File: config.mk
export PLATFORM = sky130hd
export DESIGN_NAME = ir_dec_stage
export DESIGN_NICKNAME = d
export VERILOG_FILES = /design/src/rtl/ir_dec_stage.sv
export SDC_FILE = /design/constraint.sdc
export NUM_CORES = 1
export LEC_CHECK = 0
export ABC_AREA = 1
export CORE_UTILIZATION = 51
export DETAILED_ROUTE_END_ITERATION = 7
export PLACE_DENSITY = 0.77
export SLEW_MARGIN = 20
export SYNTH_ARGS = -nofsm -noshare
export SYNTH_HDL_FRONTEND = slang
export SYNTH_SLANG_ARGS = --single-unit
File: constraint.sdc
create_clock -name clk -period 7.8 [get_ports clk]
set_input_delay 1.95 -clock clk [delete_from_list [all_inputs] [get_ports clk]]
set_output_delay 1.95 -clock clk [all_outputs]
set_load 0.01 [all_outputs]
File: src/rtl/ir_dec_stage.sv
// RV32 decode stage: elastic valid/ready input, small instruction buffer,
// combinational RV32I/M decoder and a registered output bundle.
module ir_dec_stage #(
  parameter int FIFO_DEPTH = 2,
  parameter int PC_WIDTH   = 32,
  parameter bit EN_M       = 1'b1
) (
  input  logic                clk,
  input  logic                rst,
  input  logic                flush,
  input  logic                in_valid,
  output logic                in_ready,
  input  logic [31:0]         in_instr,
  input  logic [PC_WIDTH-1:0] in_pc,
  output logic                out_valid,
  input  logic                out_ready,
  output logic [PC_WIDTH-1:0] out_pc,
  output logic [4:0]          out_rs1,
  output logic [4:0]          out_rs2,
  output logic [4:0]          out_rd,
  output logic [2:0]          out_func3,
  output logic [31:0]         out_imm,
  output logic [1:0]          out_alu_src_sel,
  output logic [12:0]         out_cs,
  output logic                out_illegal
);

  localparam int PTR_W = (FIFO_DEPTH > 1) ? $clog2(FIFO_DEPTH) : 1;
  localparam int CNT_W = $clog2(FIFO_DEPTH + 1);

  typedef enum logic [2:0] {IMM_NONE, IMM_I, IMM_S, IMM_B, IMM_U, IMM_J} imm_kind_t;

  logic [31:0]         buf_instr [FIFO_DEPTH];
  logic [PC_WIDTH-1:0] buf_pc    [FIFO_DEPTH];
  logic [PTR_W-1:0]    head_reg, tail_reg;
  logic [CNT_W-1:0]    count_reg;
  logic                out_valid_reg;

  logic accept, out_load, buf_empty, bypass, enq, deq, load_valid;
  logic [31:0]         dec_instr;
  logic [PC_WIDTH-1:0] dec_pc;

  function automatic logic [PTR_W-1:0] next_ptr(input logic [PTR_W-1:0] p);
    return (p == PTR_W'(FIFO_DEPTH - 1)) ? '0 : p + PTR_W'(1);
  endfunction

  assign in_ready   = !rst && (count_reg < CNT_W'(FIFO_DEPTH));
  assign out_valid  = out_valid_reg;
  assign accept     = in_valid && in_ready;
  assign out_load   = !out_valid_reg || out_ready;
  assign buf_empty  = (count_reg == '0);
  assign bypass     = buf_empty && out_load && accept;
  assign enq        = accept && !bypass && !flush;
  assign deq        = out_load && !buf_empty;
  assign load_valid = deq || bypass;
  // With an empty buffer the decoder looks straight at the fetch word.
  assign dec_instr  = buf_empty ? in_instr : buf_instr[head_reg];
  assign dec_pc     = buf_empty ? in_pc    : buf_pc[head_reg];

  // ---------------- decoder ----------------
  logic [6:0]  opc;
  logic [2:0]  f3;
  logic [6:0]  f7;
  logic        legal, c_s, c_l, c_w, c_b, c_j, c_a, c_m, c_sign, c_sext, c_ign, c_sys;
  logic [1:0]  c_dw;
  imm_kind_t   imm_kind;
  logic [12:0] d_cs;
  logic [31:0] d_imm;
  logic [1:0]  d_sel;
  logic        d_ill;

  assign opc = dec_instr[6:0];
  assign f3  = dec_instr[14:12];
  assign f7  = dec_instr[31:25];

  always_comb begin
    legal = 1'b0; c_s = 1'b0; c_l = 1'b0; c_w = 1'b0; c_b = 1'b0; c_j = 1'b0;
    c_a = 1'b0; c_m = 1'b0; c_sign = 1'b0; c_sext = 1'b0; c_ign = 1'b0;
    c_sys = 1'b0; c_dw = 2'b00; imm_kind = IMM_NONE;
    case (opc)
      7'b0110111: begin legal = 1'b1; c_w = 1'b1; c_ign = 1'b1; imm_kind = IMM_U; end
      7'b0010111: begin legal = 1'b1; c_w = 1'b1; imm_kind = IMM_U; end
      7'b1101111: begin legal = 1'b1; c_w = 1'b1; c_j = 1'b1; imm_kind = IMM_J; end
      7'b1100111: begin
        legal = (f3 == 3'b000); c_w = 1'b1; c_j = 1'b1; imm_kind = IMM_I;
      end
      7'b1100011: begin
        legal = (f3[2:1] != 2'b01); c_b = 1'b1; c_sign = !f3[1]; imm_kind = IMM_B;
      end
      7'b0000011: begin
        legal = (f3[1:0] != 2'b11) && !(f3[2] && f3[1]);
        c_l = 1'b1; c_w = 1'b1; c_sext = !f3[2]; c_dw = f3[1:0]; imm_kind = IMM_I;
      end
      7'b0100011: begin
        legal = !f3[2] && (f3[1:0] != 2'b11); c_s = 1'b1; c_dw = f3[1:0]; imm_kind = IMM_S;
      end
      7'b0010011: begin
        c_w = 1'b1; c_a = 1'b1; imm_kind = IMM_I;
        case (f3)
          3'b001:  legal = (f7 == 7'b0000000);
          3'b101:  begin
            legal  = (f7 == 7'b0000000) || (f7 == 7'b0100000);
            c_sign = f7[5];
          end
          3'b010:  begin legal = 1'b1; c_sign = 1'b1; end
          default: legal = 1'b1;
        endcase
      end
      7'b0110011: begin
        if (f7 == 7'b0000000) begin
          legal = 1'b1; c_w = 1'b1; c_a = 1'b1; c_sign = (f3 == 3'b010);
        end else if (f7 == 7'b0100000) begin
          legal = (f3 == 3'b000) || (f3 == 3'b101); c_w = 1'b1; c_a = 1'b1; c_sign = 1'b1;
        end else if (f7 == 7'b0000001) begin
          legal = EN_M; c_w = 1'b1; c_m = 1'b1;
        end
      end
      7'b0001111: legal = (f3 == 3'b000);
      7'b1110011: begin
        legal = (dec_instr == 32'h0000_0073) || (dec_instr == 32'h0010_0073); c_sys = 1'b1;
      end
      default: legal = 1'b0;
    endcase

    d_cs = '0; d_imm = '0; d_sel = 2'b00; d_ill = !legal;
    if (legal) begin
      // Writes to x0 are architecturally dead, so w drops; j still marks the jump.
      d_cs = {c_sys, c_dw, c_ign, c_sext, c_sign, c_m, c_a, c_j, c_b,
              c_w && (dec_instr[11:7] != 5'd0), c_l, c_s};
      case (imm_kind)
        IMM_I: begin
          d_imm = {{20{dec_instr[31]}}, dec_instr[31:20]}; d_sel = 2'b10;
        end
        IMM_S: begin
          d_imm = {{20{dec_instr[31]}}, dec_instr[31:25], dec_instr[11:7]}; d_sel = 2'b10;
        end
        IMM_B: d_imm = {{19{dec_instr[31]}}, dec_instr[31], dec_instr[7],
                        dec_instr[30:25], dec_instr[11:8], 1'b0};
        IMM_U: begin
          d_imm = {dec_instr[31:12], 12'h000}; d_sel = 2'b11;
        end
        IMM_J: begin
          d_imm = {{11{dec_instr[31]}}, dec_instr[31], dec_instr[19:12],
                   dec_instr[20], dec_instr[30:21], 1'b0};
          d_sel = 2'b11;
        end
        default: d_imm = '0;
      endcase
    end
  end

  // ---------------- buffer storage (no reset needed) ----------------
  always_ff @(posedge clk) begin
    if (enq && !rst) begin
      buf_instr[tail_reg] <= in_instr;
      buf_pc[tail_reg]    <= in_pc;
    end
  end

  // ---------------- pointers and output register ----------------
  always_ff @(posedge clk) begin
    if (rst) begin
      head_reg        <= '0;
      tail_reg        <= '0;
      count_reg       <= '0;
      out_valid_reg   <= 1'b0;
      out_pc          <= '0;
      out_rs1         <= '0;
      out_rs2         <= '0;
      out_rd          <= '0;
      out_func3       <= '0;
      out_imm         <= '0;
      out_alu_src_sel <= '0;
      out_cs          <= '0;
      out_illegal     <= 1'b0;
    end else if (flush) begin
      head_reg      <= '0;
      tail_reg      <= '0;
      count_reg     <= '0;
      out_valid_reg <= 1'b0;
    end else begin
      if (enq) tail_reg <= next_ptr(tail_reg);
      if (deq) head_reg <= next_ptr(head_reg);
      if (enq && !deq)      count_reg <= count_reg + CNT_W'(1);
      else if (!enq && deq) count_reg <= count_reg - CNT_W'(1);
      if (out_load) begin
        out_valid_reg <= load_valid;
        if (load_valid) begin
          out_pc          <= dec_pc;
          out_rs1         <= dec_instr[19:15];
          out_rs2         <= dec_instr[24:20];
          out_rd          <= dec_instr[11:7];
          out_func3       <= f3;
          out_imm         <= d_imm;
          out_alu_src_sel <= d_sel;
          out_cs          <= d_cs;
          out_illegal     <= d_ill;
        end
      end
    end
  end

endmodule

==> key figures <==
Worst setup path
  • Max incr delay on CP: slightly below 0.6 ns
  • Crit path kind: in2out
  • Type of origin of the critical path: input port
  • Cell Chain, Critical Path: buf_2 -> buf_4 -> nor2_1 -> clkdlybuf4s50_1
  • CP max-delay cell: buf_4
  • Critical-path maximum fanout: 51
  • CP arrival: ~3.3 ns
  • CP Capture Type: primary output
  • CP Data Required Time: between 5 and 6 ns

Clocking
  • Post-cts resize count: 0
  • Clk slew on worst S/H paths: ~0.06 ns
  • Worst-Skew Late Latency: approximately 0.52 ns
  • Clock Tree Buf Depth: 3
  • Cts hold-fix bufs: 0
  • Clock sinks: around 230
  • Setup repair bufs after CTS: 0
  • CTS tree: built
  • Clock root buffer: clkbuf_16
  • H-Tree Level Count: 1
  • Cts bufs inserted: 24

Logic synthesis
  • Ys flop type: edfxtp_1
  • Top-area cell type share of the netlist area: between 30% and 40%
  • Distinct cells, synth: 37
  • Yosys top cell by area: edfxtp_1
  • Mapped Cells: between 1k and 1.5k
  • Post-synthesis sequential area ratio: between 50% and 60%
  • Top-count cell post-synth: nand2_1
  • Avg Cell Area, Syn: between 9 and 10 µm²
  • Mapped Area: 0.0105 mm²
  • Warning count from the yosys run: 0
  • Synthesized flop and latch total: approximately 230
  • Number of synthesized flops with an enable pin: around 130
  • Synth top cells by count: nand2_1 (327), edfxtp_1 (128), dfxtp_1 (104), o21ai_0 (65), inv_1 (51)
  • Syn_nets: about 1.2k
  • Ranking of synthesized cells by area: edfxtp_1 (36%), dfxtp_1 (20%), nand2_1 (12%)
  • Async SR Flop Fraction: 0%

STA
  • Worst Skew: 0.0181 ns
  • Fin. Hold Viols: 0
  • Final period utilization: 67.0%
  • Slew Viols, Final: 0
  • Slew @ Worst Pin: around 1.1 ns
  • Minimum clock period: 5.22 ns
  • TNS Setup: 0 ns
  • Final setup fails: 0
  • Max_slew headroom: around 29%
  • F_max: roughly 190 MHz
  • RSZ-0062 raised after global routing: no

Placed design
  • Detailed Place HPWL: approximately 17 mm
  • IO buf count: approximately 170
  • Placer congestion estimate: 0.953
  • Dpl cell area: approximately 0.012 mm²

Routing
  • Via count: just over 8k
  • DRT Pass-1 Iters: 6
  • Starting DRT DRC Count: about 540
  • WL final: roughly 27 mm
  • Vias per inst: roughly 5.4
  • DRC errors left: 0
  • Post-route ant nets: 0
  • WL per Instance: 17.3 µm

Die
  • Top Ports: around 170
  • Cell Rows: 52
  • Die height: 146 µm
  • Die area: approximately 0.021 mm²
  • Initial cell density of the core: a little over half
  • Core area: about 0.020 mm²
  • DIE WIDTH: approximately 150 µm

Finish
  • Biggest regs: buf_instr (64), buf_pc (64)
  • Share of cells above drive strength 1: roughly 16%
  • Filler Cells Inserted: around 1.7k
  • Area Growth Syn to Fin: 24.1%
  • Finished Cell Area: 0.0131 mm²
  • Nets: between 1k and 1.5k

Pwr
  • Leak: 0.00494 µW
  • Max IR drop VDD: around 0.16 mV
  • Pwr Density: 211 mW/mm²
  • Design Power: roughly 2800 µW

Global routing
  • First-pass GRT wire length: around 42 mm
  • Initial antenna violation count: 1
  • Vias in the first global route: ~8.1k
  • Total Routing Usage GR: roughly 25%
  • Pin count of the biggest net entering global routing: a little under 90
  • Aggregate global routing overflow: 0

Min path
  • HP Class: reg2reg

Run status
  • Outcome: complete, no violations

Flow run
  • Max cap viols: 0
-- path summary, 6_finish.rpt --
path	start	to	slack, ns	cells after the start
max	rst	in_ready	2.58	4
min	out_cs[4]	out_cs[4]	0.47	2
max reg2reg	flip-flop	out_imm[2]	4.34	15
min reg2reg	out_cs[4]	out_cs[4]	0.47	2
-- routing by layer --
layer | up-vias | global-route usage (%) | part of all wire (%)
li1 | 4055 | - | -
met1 | 3944 | 31.9 | 42
met2 | 250 | 42.4 | 48
met3 | 41 | 5.67 | 7.3
met4 | 0 | 7.00 | 2.0
met5 | - | 0 | 0
-- cells by family after synthesis --
| kind of cell | share of synthesized area [%] |
|---|---|
| AOI/OAI and AO/OA | 12.9 |
| xor gates and xnor gates | 0.166 |
| adders and majority gates | 0.119 |
| buffers and inverters | 5.98 |
| DFF | 56.2 |
| and+or+nand+nor | 24.6 |
-- layout by cell type, fill, tap and decap left out, types with 13 or more instances in the layout --
master,instances
nand4_1,13
a31oi_1,37
nand2_1,327
edfxtp_1,128
o21ai_0,65
o211ai_1,34
a21oi_1,22
clkdlybuf4s50_1,167
a21oi_2,40
or2_2,34
nand3_1,43
inv_1,51
dfxtp_1,103
nand3_2,44
clkbuf_16,25
nor2_1,46
-- area by class of cell --
class	instances	area [µm²]	area share, %
sequential	232	5930	45.3
multi-input combinational	749	4010	30.6
timing repair buffer	178	1750	13.4
clock buffer	35	693	5.30
tap	270	338	2.58
inverter	57	219	1.67
clock inverter	9	143	1.09
antenna	1	2.50	0.0191
-- worst max-delay path: cells and delay by family --
kind / cells / cell delay [ns]
buf+inv: 3 / 1.18
simple gates: 1 / 0.14
-- report_power, final --
part	internal [µW]	switching (µW)	total, µW
Clock	747	456	1200
Sequential	1310	11.8	1320
Combinational	97.9	136	234
Total	2150	604	2760
-- per-stage QoR --
stage	hold WS, ns	util [%]	setup slack, ns	cells
final	0.466	64.7	2.58	1531
after global routing	0.486	64.6	2.47	1530
after CTS	0.472	64.6	2.54	1530
after detailed placement	0.462	60.5	2.55	1486
after global placement	0.453	60.5	2.52	1486
after floorplan	0.455	-	1.68	1106
Note: power is estimated with default switching activity, not from simulation.
